===== src/rtl/alu_iter_ops.v =====
// Operation codes shared by the alu_iter block and anything that drives it.
`ifndef ALU_ITER_OPS_V
`define ALU_ITER_OPS_V
`define ALU_OP_ADD  3'b000
`define ALU_OP_SUB  3'b001
`define ALU_OP_XOR  3'b010
`define ALU_OP_ANDN 3'b011
`define ALU_OP_ROL  3'b100
`define ALU_OP_MUL  3'b101
`define ALU_OP_DIVU 3'b110
`define ALU_OP_REMU 3'b111
`endif


===== src/rtl/alu_iter_pkg.sv =====
// Shared types, op-code constants and op classification helpers for alu_iter.
package alu_iter_pkg;

`include "alu_iter_ops.v"

    localparam logic [2:0] OpAdd  = `ALU_OP_ADD;
    localparam logic [2:0] OpSub  = `ALU_OP_SUB;
    localparam logic [2:0] OpXor  = `ALU_OP_XOR;
    localparam logic [2:0] OpAndn = `ALU_OP_ANDN;
    localparam logic [2:0] OpRol  = `ALU_OP_ROL;
    localparam logic [2:0] OpMul  = `ALU_OP_MUL;
    localparam logic [2:0] OpDivu = `ALU_OP_DIVU;
    localparam logic [2:0] OpRemu = `ALU_OP_REMU;

    typedef enum logic [1:0] {
        StIdle,
        StBusy,
        StDone
    } state_e;

    // Ops that go through the multi-cycle datapath.
    function automatic logic is_iter_op(input logic [2:0] op);
        return (op == OpMul) || (op == OpDivu) || (op == OpRemu);
    endfunction

    function automatic logic is_div_op(input logic [2:0] op);
        return (op == OpDivu) || (op == OpRemu);
    endfunction

endpackage


===== src/rtl/muldiv_iter.sv =====
// Iterative unsigned multiplier / restoring divider, one bit per cycle for WIDTH cycles.
module muldiv_iter #(
    parameter int unsigned WIDTH = 16
) (
    input  logic             clk,
    input  logic             rst,
    input  logic             start,
    input  logic             div_sel,
    input  logic [WIDTH-1:0] a,
    input  logic [WIDTH-1:0] b,
    output logic             done,
    output logic [WIDTH-1:0] product,
    output logic [WIDTH-1:0] product_hi,
    output logic [WIDTH-1:0] quotient,
    output logic [WIDTH-1:0] remainder
);

    localparam int unsigned CntW = $clog2(WIDTH) + 1;
    localparam logic [CntW-1:0] LastStep = CntW'(WIDTH - 1);

    // hi/lo hold {product_hi, product} for MUL and {remainder, quotient} for DIV.
    logic [WIDTH-1:0] hi_q, hi_d;
    logic [WIDTH-1:0] lo_q, lo_d;
    logic [WIDTH-1:0] m_q, m_d;
    logic             div_q, div_d;
    logic             run_q, run_d;
    logic [CntW-1:0]  cnt_q, cnt_d;

    logic [WIDTH:0]   add_sum;
    logic [WIDTH:0]   shifted;
    logic [WIDTH+1:0] diff;
    logic             unused_diff_bit;

    assign unused_diff_bit = diff[WIDTH];

    always_comb begin
        add_sum = {1'b0, hi_q} + (lo_q[0] ? {1'b0, m_q} : {(WIDTH + 1){1'b0}});
        shifted = {hi_q, lo_q[WIDTH-1]};
        diff    = {1'b0, shifted} - {2'b00, m_q};

        hi_d  = hi_q;
        lo_d  = lo_q;
        m_d   = m_q;
        div_d = div_q;
        run_d = run_q;
        cnt_d = cnt_q;

        if (start) begin
            hi_d  = '0;
            lo_d  = div_sel ? a : b;
            m_d   = div_sel ? b : a;
            div_d = div_sel;
            run_d = 1'b1;
            cnt_d = '0;
        end else if (run_q) begin
            if (div_q) begin
                // diff MSB set means the trial subtraction borrowed: restore.
                if (!diff[WIDTH+1]) begin
                    hi_d = diff[WIDTH-1:0];
                    lo_d = {lo_q[WIDTH-2:0], 1'b1};
                end else begin
                    hi_d = shifted[WIDTH-1:0];
                    lo_d = {lo_q[WIDTH-2:0], 1'b0};
                end
            end else begin
                hi_d = add_sum[WIDTH:1];
                lo_d = {add_sum[0], lo_q[WIDTH-1:1]};
            end
            cnt_d = cnt_q + 1'b1;
            if (cnt_q == LastStep) begin
                run_d = 1'b0;
            end
        end
    end

    always_ff @(posedge clk) begin
        if (rst) begin
            hi_q  <= '0;
            lo_q  <= '0;
            m_q   <= '0;
            div_q <= 1'b0;
            run_q <= 1'b0;
            cnt_q <= '0;
        end else begin
            hi_q  <= hi_d;
            lo_q  <= lo_d;
            m_q   <= m_d;
            div_q <= div_d;
            run_q <= run_d;
            cnt_q <= cnt_d;
        end
    end

    // Asserted during the cycle whose edge performs the final step.
    assign done       = run_q && (cnt_q == LastStep);
    assign product    = lo_q;
    assign product_hi = hi_q;
    assign quotient   = lo_q;
    assign remainder  = hi_q;

endmodule


===== src/rtl/alu_iter.sv =====
// ALU with single-cycle add/sub/logic/rotate and iterative mul/divu/remu, valid/ready handshake.
module alu_iter
    import alu_iter_pkg::*;
#(
    parameter int unsigned WIDTH = 16
) (
    input  logic             clk,
    input  logic             rst,
    input  logic             in_valid,
    output logic             in_ready,
    input  logic [2:0]       op,
    input  logic [WIDTH-1:0] in_a,
    input  logic [WIDTH-1:0] in_b,
    output logic             out_valid,
    input  logic             out_ready,
    output logic [WIDTH-1:0] result,
    output logic             zf,
    output logic             sf,
    output logic             of,
    output logic             cf,
    output logic             dz
);

    localparam int unsigned ShW = $clog2(WIDTH);

    state_e state_q, state_d;

    logic [2:0]       op_q;
    logic             iter_q;
    logic [WIDTH-1:0] res_q;
    logic             zf_q, sf_q, of_q, cf_q, dz_q;

    logic             accept;
    logic             start;
    logic [WIDTH:0]   add_sum;
    logic [WIDTH:0]   sub_sum;
    logic [ShW-1:0]   rot_amt;
    logic [WIDTH-1:0] alu_res;
    logic             alu_of, alu_cf;

    logic             md_done;
    logic [WIDTH-1:0] md_prod, md_prod_hi, md_quot, md_rem, md_res;

    muldiv_iter #(
        .WIDTH (WIDTH)
    ) u_muldiv (
        .clk        (clk),
        .rst        (rst),
        .start      (start),
        .div_sel    (is_div_op(op)),
        .a          (in_a),
        .b          (in_b),
        .done       (md_done),
        .product    (md_prod),
        .product_hi (md_prod_hi),
        .quotient   (md_quot),
        .remainder  (md_rem)
    );

    // Single-cycle datapath, evaluated on the live inputs and captured on accept.
    always_comb begin
        add_sum = {1'b0, in_a} + {1'b0, in_b};
        sub_sum = {1'b0, in_b} + {1'b0, ~in_a} + {{WIDTH{1'b0}}, 1'b1};
        rot_amt = in_b[ShW-1:0];
        alu_res = '0;
        alu_of  = 1'b0;
        alu_cf  = 1'b0;
        case (op)
            OpAdd: begin
                alu_res = add_sum[WIDTH-1:0];
                alu_cf  = add_sum[WIDTH];
                alu_of  = (in_a[WIDTH-1] == in_b[WIDTH-1]) &&
                          (add_sum[WIDTH-1] != in_a[WIDTH-1]);
            end
            OpSub: begin
                alu_res = sub_sum[WIDTH-1:0];
                alu_cf  = sub_sum[WIDTH];
                alu_of  = (in_a[WIDTH-1] != in_b[WIDTH-1]) &&
                          (sub_sum[WIDTH-1] != in_b[WIDTH-1]);
            end
            OpXor:   alu_res = in_a ^ in_b;
            OpAndn:  alu_res = in_a & ~in_b;
            // A shift by WIDTH yields zero, so rot_amt == 0 needs no special case.
            OpRol:   alu_res = (in_a << rot_amt) | (in_a >> (WIDTH - 32'(rot_amt)));
            default: alu_res = '0;
        endcase
    end

    always_comb begin
        state_d   = state_q;
        in_ready  = 1'b0;
        out_valid = 1'b0;
        accept    = 1'b0;
        start     = 1'b0;
        unique case (state_q)
            StIdle: begin
                in_ready = 1'b1;
                if (in_valid) begin
                    accept  = 1'b1;
                    start   = is_iter_op(op);
                    state_d = is_iter_op(op) ? StBusy : StDone;
                end
            end
            StBusy: begin
                if (md_done) begin
                    state_d = StDone;
                end
            end
            StDone: begin
                out_valid = 1'b1;
                if (out_ready) begin
                    state_d = StIdle;
                end
            end
            default: state_d = StIdle;
        endcase
    end

    always_ff @(posedge clk) begin
        if (rst) begin
            state_q <= StIdle;
            op_q    <= OpAdd;
            iter_q  <= 1'b0;
            res_q   <= '0;
            zf_q    <= 1'b0;
            sf_q    <= 1'b0;
            of_q    <= 1'b0;
            cf_q    <= 1'b0;
            dz_q    <= 1'b0;
        end else begin
            state_q <= state_d;
            if (accept) begin
                op_q   <= op;
                iter_q <= is_iter_op(op);
                res_q  <= alu_res;
                zf_q   <= (alu_res == '0);
                sf_q   <= alu_res[WIDTH-1];
                of_q   <= alu_of;
                cf_q   <= alu_cf;
                dz_q   <= is_div_op(op) && (in_b == '0);
            end
        end
    end

    // Iterative results are read straight from the datapath registers, which hold once done.
    always_comb begin
        if (op_q == OpRemu) begin
            md_res = md_rem;
        end else if (op_q == OpMul) begin
            md_res = md_prod;
        end else begin
            md_res = md_quot;
        end
        result = iter_q ? md_res : res_q;
        zf     = iter_q ? (md_res == '0) : zf_q;
        sf     = iter_q ? md_res[WIDTH-1] : sf_q;
        of     = iter_q ? ((op_q == OpMul) && (md_prod_hi != '0)) : of_q;
        cf     = iter_q ? 1'b0 : cf_q;
        dz     = dz_q;
    end

endmodule

===== config.mk =====
export PLATFORM = sky130hd
export DESIGN_NAME = alu_iter
export DESIGN_NICKNAME = d
export VERILOG_FILES = /design/src/rtl/alu_iter_pkg.sv /design/src/rtl/muldiv_iter.sv /design/src/rtl/alu_iter.sv
export VERILOG_INCLUDE_DIRS = /design/src /design/src/rtl
export SDC_FILE = /design/constraint.sdc
export NUM_CORES = 1
export LEC_CHECK = 0
export CORE_MARGIN = 1.5
export CORE_UTILIZATION = 55
export DETAILED_ROUTE_END_ITERATION = 10
export HOLD_SLACK_MARGIN = 0.06
export PLACE_DENSITY = 0.8
export SYNTH_ARGS = -nofsm -noshare
export SYNTH_HDL_FRONTEND = slang
export SYNTH_SLANG_ARGS = --single-unit

===== constraint.sdc =====
create_clock -name clk -period 4.1 [get_ports clk]
set_input_delay 0.41 -clock clk [delete_from_list [all_inputs] [get_ports clk]]
set_output_delay 0.41 -clock clk [all_outputs]
set_load 0.01 [all_outputs]

Word-level counts from Yosys, hierarchy flattened
Index checks and enable logic that the tools add are counted.

Add/sub/neg operators: 7. Eq/ne operators: 19. Shifts and indexed selects: 2. Multiplexer cells: 32. Bitwise gates (word level): 5. Reductions and logical operators: 17.

Operator list (count): two-way mux 16 bit (10); one-hot mux 16 bit (5 select lines) (1); zero test 16 bit (3); adder 16 x 16 -> 17 bit (2); NOT 16 bit (2); right shift 16 x 32 -> 16 bit (1); equality test 3 bit, second input constant (6); subtractor 17 x 16 -> 18 bit (1); adder 16 x 17 -> 17 bit (1); adder 17 x 1 -> 17 bit, second input constant (1); bitwise AND 16 bit (1); OR 16 bit (1); nonzero test 16 bit (1); << shifter 16 x 4 -> 16 bit (1); XOR 16 bit (1); two-way mux 1 bit (14); two-way mux 2 bit (4); equality test 3 x 2 -> 1 bit, second input constant (2); inequality test 2 bit, second input constant (3); one-hot mux 2 bit (3 select lines) (1); subtractor 5 x 4 -> 6 bit, first input constant (1); adder 5 x 1 -> 5 bit, second input constant (1); equality test 5 x 4 -> 1 bit, second input constant (1); logical AND 1 bit (5); 12 further kinds (17).

Flip-flop bits (word level): 82. Bits of input ports: 39. Output and inout port bits: 23. Word-level logic and storage cells: 97.

Longest topological paths before layout
Depth in word-level cells: 6. Depth in mapped cells: 14. Mapped depth without buffers: 13.

By module
From an unflattened synthesis, not the netlist that was laid out.

Cells, all modules: 1323. Area, all modules: 10312.4 µm².

Modules (own cells, without submodules): alu_iter (instances 1, cells each 757, area each 5683.0 µm², seq. area each 520.5 µm²); muldiv_iter (instances 1, cells each 566, area each 4629.4 µm², seq. area each 1101.1 µm²).

Worst setup path after synthesis
Ideal clock, no wire load.

Path kind: input -> register. Start: input in_b[1]. End: register zf_q. Library setup time: 0.069 ns. Arrival: 3.245 ns. Data required time: 4.031 ns. Slack: 0.786 ns. Cell stages on the path: 14. Path through: buf_6 > buf_2 > inv_1 > ha_1 > buf_2 > xor2_1 > buf_2 > mux2i_1 > o221ai_1 > a2111oi_0 > nand3_1 > nor3_1 > nand4_1 > o21ai_1.

Longest elaborated chain between the ends: 5. Elaborated cells between the ends (all ways): 12. Classes of those cells: add/sub: 4; shift: 2; mux: 1; bitwise: 4; reduce/logical: 1.

RTL lines: from (decl) (line alu_iter.sv:13) `input logic [WIDTH-1:0] in_b,`; parallel branches: the longest is 3 deep, another holds adder 16 x 16 -> 17 bit; one-hot mux 16 bit (5 select lines) * (line alu_iter.sv:68) `case (op)`; zero test 16 bit * (line alu_iter.sv:136) `zf_q <= (alu_res == '0);`; to (signal assigned) (line alu_iter.sv:136); to (decl) (line alu_iter.sv:31) `logic zf_q, sf_q, of_q, cf_q, dz_q;`.

Every way passes the cells marked *. A chain may end at the register's enable or synchronous reset.

Worst setup path after layout
Start: register u_muldiv.lo_q[0] (netlist: u_muldiv.product[0]). End: register u_muldiv.hi_q[14] (netlist: u_muldiv.product_hi[14]).

Longest elaborated chain between the ends: 3.

RTL lines: from (decl) (line muldiv_iter.sv:23) `logic [WIDTH-1:0] lo_q, lo_d;`; from (signal assigned) (line muldiv_iter.sv:86) `lo_q <= lo_d;`; two-way mux 16 bit (line muldiv_iter.sv:37) `add_sum = {1'b0, hi_q} + (lo_q[0] ? {1'b0, m_q} : {(WIDTH + 1){1'b0}});`; adder 16 x 17 -> 17 bit (line muldiv_iter.sv:37); two-way mux 16 bit (line muldiv_iter.sv:56) `if (div_q) begin`; to (signal assigned) (line muldiv_iter.sv:85) `hi_q <= hi_d;`; to (decl) (line muldiv_iter.sv:22) `logic [WIDTH-1:0] hi_q, hi_d;`.

Every way passes these cells.

==> impl_metrics.env <==
export IMPL_postSynth_asyncResetShare_pct=0
export IMPL_cts_tree="built"
export IMPL_num_vias=10860
export IMPL_area_sequential_um2=1622
export IMPL_clock_path_buffers=2
export IMPL_die_h_um=136.4
export IMPL_max_freq_ghz=0.2836
export IMPL_numCtsBuffers=9
export IMPL_status="finished, final reports clean"
export IMPL_die_area_um2=18600
export IMPL_clock_latency_ps=350
export IMPL_synth_area_um2=9783
export IMPL_cts_hold_buf=0
export IMPL_synthCells=1333
export IMPL_drcViolationCount=0
export IMPL_fillers=1593
export IMPL_cap_violations=0
export IMPL_ctsResizeCount=0
export IMPL_finalCritPeriodShare_pct=86.00
export IMPL_max_stage_delay_ps=510
export IMPL_fin_worst_skew_ps=10.95
export IMPL_grt_usage_pct=38.77
export IMPL_grt_pass1_wl_um=55270
export IMPL_htreeDepth=3
export IMPL_rsz0062_at_grt="no"
export IMPL_io_buffers=61
export IMPL_dp_hpwl_um=26730
export IMPL_ir_drop_v=0.0001946
export IMPL_crit_path_frequent_cell="a21oi_1"
export IMPL_core_area_um2=17360
export IMPL_start_util_pct=56.37
export IMPL_drive_gt1_share_pct=9.377
export IMPL_fin_tns_setup_ps=0
export IMPL_grt_antenna_before_repair=0
export IMPL_avgSynthCellArea_um2=7.339
export IMPL_dr_pass1_iters=6
export IMPL_area_growth_pct=12.00
export IMPL_p_leak_uw=0.004507
export IMPL_worst_pin_slew_ps=1181
export IMPL_final_hold_viol_count=0
export IMPL_grt_overflow_total=0
export IMPL_clkTransAtPathRegs_ps=70
export IMPL_layout_nets=1486
export IMPL_min_path_type="flop to flop"
export IMPL_postCtsSetupBuffers=0
export IMPL_post_place_ws_ps=343.2
export IMPL_crit_fanout=12
export IMPL_diodes=0
export IMPL_layout_min_cycle_time_ps=3526
export IMPL_ys_ff_latch=81
export IMPL_path_class="flop to flop"
export IMPL_power_density_nw_per_um2=286.4
export IMPL_multi_input_area_um2=7422
export IMPL_drt_iter0_markers=1541
export IMPL_pin_count=62
export IMPL_final_area_um2=10960
export IMPL_cp_data_arrival_time_ps=3760
export IMPL_max_slew_margin_pct=20.95
export IMPL_critPathLaunchType="flop"
export IMPL_slew_violations=0
export IMPL_cts_sinks=81
export IMPL_fp_dieW_um=136.4
export IMPL_row_count=48
export IMPL_worstPathRequired_ps=4340
export IMPL_synth_cell_type_count=72
export IMPL_post_drt_wl_per_cell_um=22.67
export IMPL_setup_violations=0
export IMPL_grt_max_degree=69
export IMPL_placed_area_um2=10670
export IMPL_vias_per_cell=6.833
export IMPL_synth_seq_area_share_pct=16.58
export IMPL_grt_pass1_vias=9903
export IMPL_end_kind="flop"
export IMPL_ys_warn_count=0
export IMPL_synth_edf_count=0
export IMPL_synth_nets=1459
export IMPL_setup_slack_ps=574.2
export IMPL_cp_top_family="compound AO/OA/AOI/OAI gates"
export IMPL_synthFlopType="dfxtp_1"
export IMPL_root_buffer="clkbuf_16"
export IMPL_crit_buf_inv=1
export IMPL_r2r_setup_slack_ps=570
export IMPL_postRouteAntennaNets=0
export IMPL_routabilityCongestion=1.040
export IMPL_wl_um=36040
export IMPL_path_cells="buf_4 > and2_1 > ha_1 > a211o_1 > a21oi_1 > o21ai_1 > a311oi_1 > o21ai_0 > o41a_1 > mux2_2 > o21ba_2 > a21oi_1"
export IMPL_critPathSlowestCell="a311oi_1"
export IMPL_hold_slack_ps=460.1
[power breakdown]
part,internal (uW),switching (uW),leakage (uW)
registers,846,73.6,0.000663
clock network,423,382,0.000136
logic,574,840,0.00371
total,1840,1300,0.00451
[synthesized netlist by cell type (10+ instances only)]
cell type  instances  area, um^2
nor2_1           171       641.9
a21oi_1          116       580.6
nand2_1           88       330.3
ha_1              83        1039
dfxtp_1           81        1622
clkbuf_1          78       292.8
inv_1             77       289.0
mux2i_1           68       680.7
o21ai_0           59       295.3
nand3_1           52       260.3
a211oi_1          39       292.8
a311oi_1          34       297.8
nor3_1            29       145.1
xnor2_1           23       201.4
mux4_2            21       473.0
and2_1            20       125.1
nand2b_1          19       118.9
o211ai_1          19       142.6
nor2b_1           15       93.84
a31oi_1           14       87.58
nor4_1            13       81.33
o22ai_1           13       81.33
buf_2             12       60.06
a21o_1            11       82.58
mux2_2            11       123.9
o31ai_1           11       82.58
xor2_1            10       87.58
[cell usage in the layout, fill, tap and decap left out, types with 29 or more instances in the layout]
cell,count
ha_1,83
nand3_1,52
clkdlybuf4s50_1,58
mux2i_1,68
nor3_1,29
buf_4,60
nand2_1,88
a211oi_1,39
nor2_1,170
a311oi_1,34
o21ai_0,59
inv_1,77
a21oi_1,116
dfxtp_1,81
[final cells by class]
type,count,area share (%)
flip-flops and latches,81,14.80
clock inverters,7,0.5481
multi-input cells,1067,67.74
repair buffers,121,9.547
inverters,80,2.741
well taps,225,2.569
clock buffers,9,2.055
[worst reg2reg max path, delay by kind of cell, from the launching register on]
family	cells	cell delay (ps)
compound gates	8	2130
mux	1	270
simple gates	1	170
flops	1	400
buf+inv	1	230
fa+ha+maj	1	210
[routing by layer]
layer / share of wire (%) / up-vias / wire [um] / track usage (%)
li1: - / 4933 / - / -
met2: 44 / 671 / 16010 / 61.92
met3: 10 / 173 / 3764 / 6.525
met1: 39 / 5087 / 13920 / 49.21
met4: 6.5 / 0 / 2353 / 22.40
met5: 0 / - / 0 / 0
[kinds of logic after synthesis]
family	synth area share [%]
DFF	16.58
muxes	13.06
buffers and inverters	7.635
xor gates and xnor gates	2.954
adders and majority gates	11.43
and+or+nand+nor	21.81
AOI/OAI and AO/OA	26.54
[metrics by stage]
step	std cells	total power (uW)	util (%)
CTS	1590	3098	63.13
finish	1590	3138	63.13
detailed placement	1574	2300	61.48
floorplan	1333	1850	-
global placement	1574	2282	61.48
global route	1590	3281	63.13
[flip-flops by register name (all words and copies together), names as in the netlist]
register,cells
res_q,16
u_muldiv.m_q,16
u_muldiv.product,16
u_muldiv.product_hi,16
u_muldiv.cnt_q,5
op_q,3
state_q,2
cf_q,1
dz,1
iter_q,1
of_q,1
u_muldiv.div_q,1
u_muldiv.run_q,1
zf_q,1
[final timing paths]
path	from	end	depth (start not counted)
hold / removal	dz$_SDFFE_PP0P_	dz$_SDFFE_PP0P_	2
setup reg to reg	u_muldiv.product[0]$_SDFFE_PP0P_	u_muldiv.product_hi[14]$_SDFFE_PP0P_	12
hold reg to reg	dz$_SDFFE_PP0P_	dz$_SDFFE_PP0P_	2
setup / recovery	u_muldiv.product[0]$_SDFFE_PP0P_	u_muldiv.product_hi[14]$_SDFFE_PP0P_	12
Note: power is estimated with default switching activity, not from simulation.
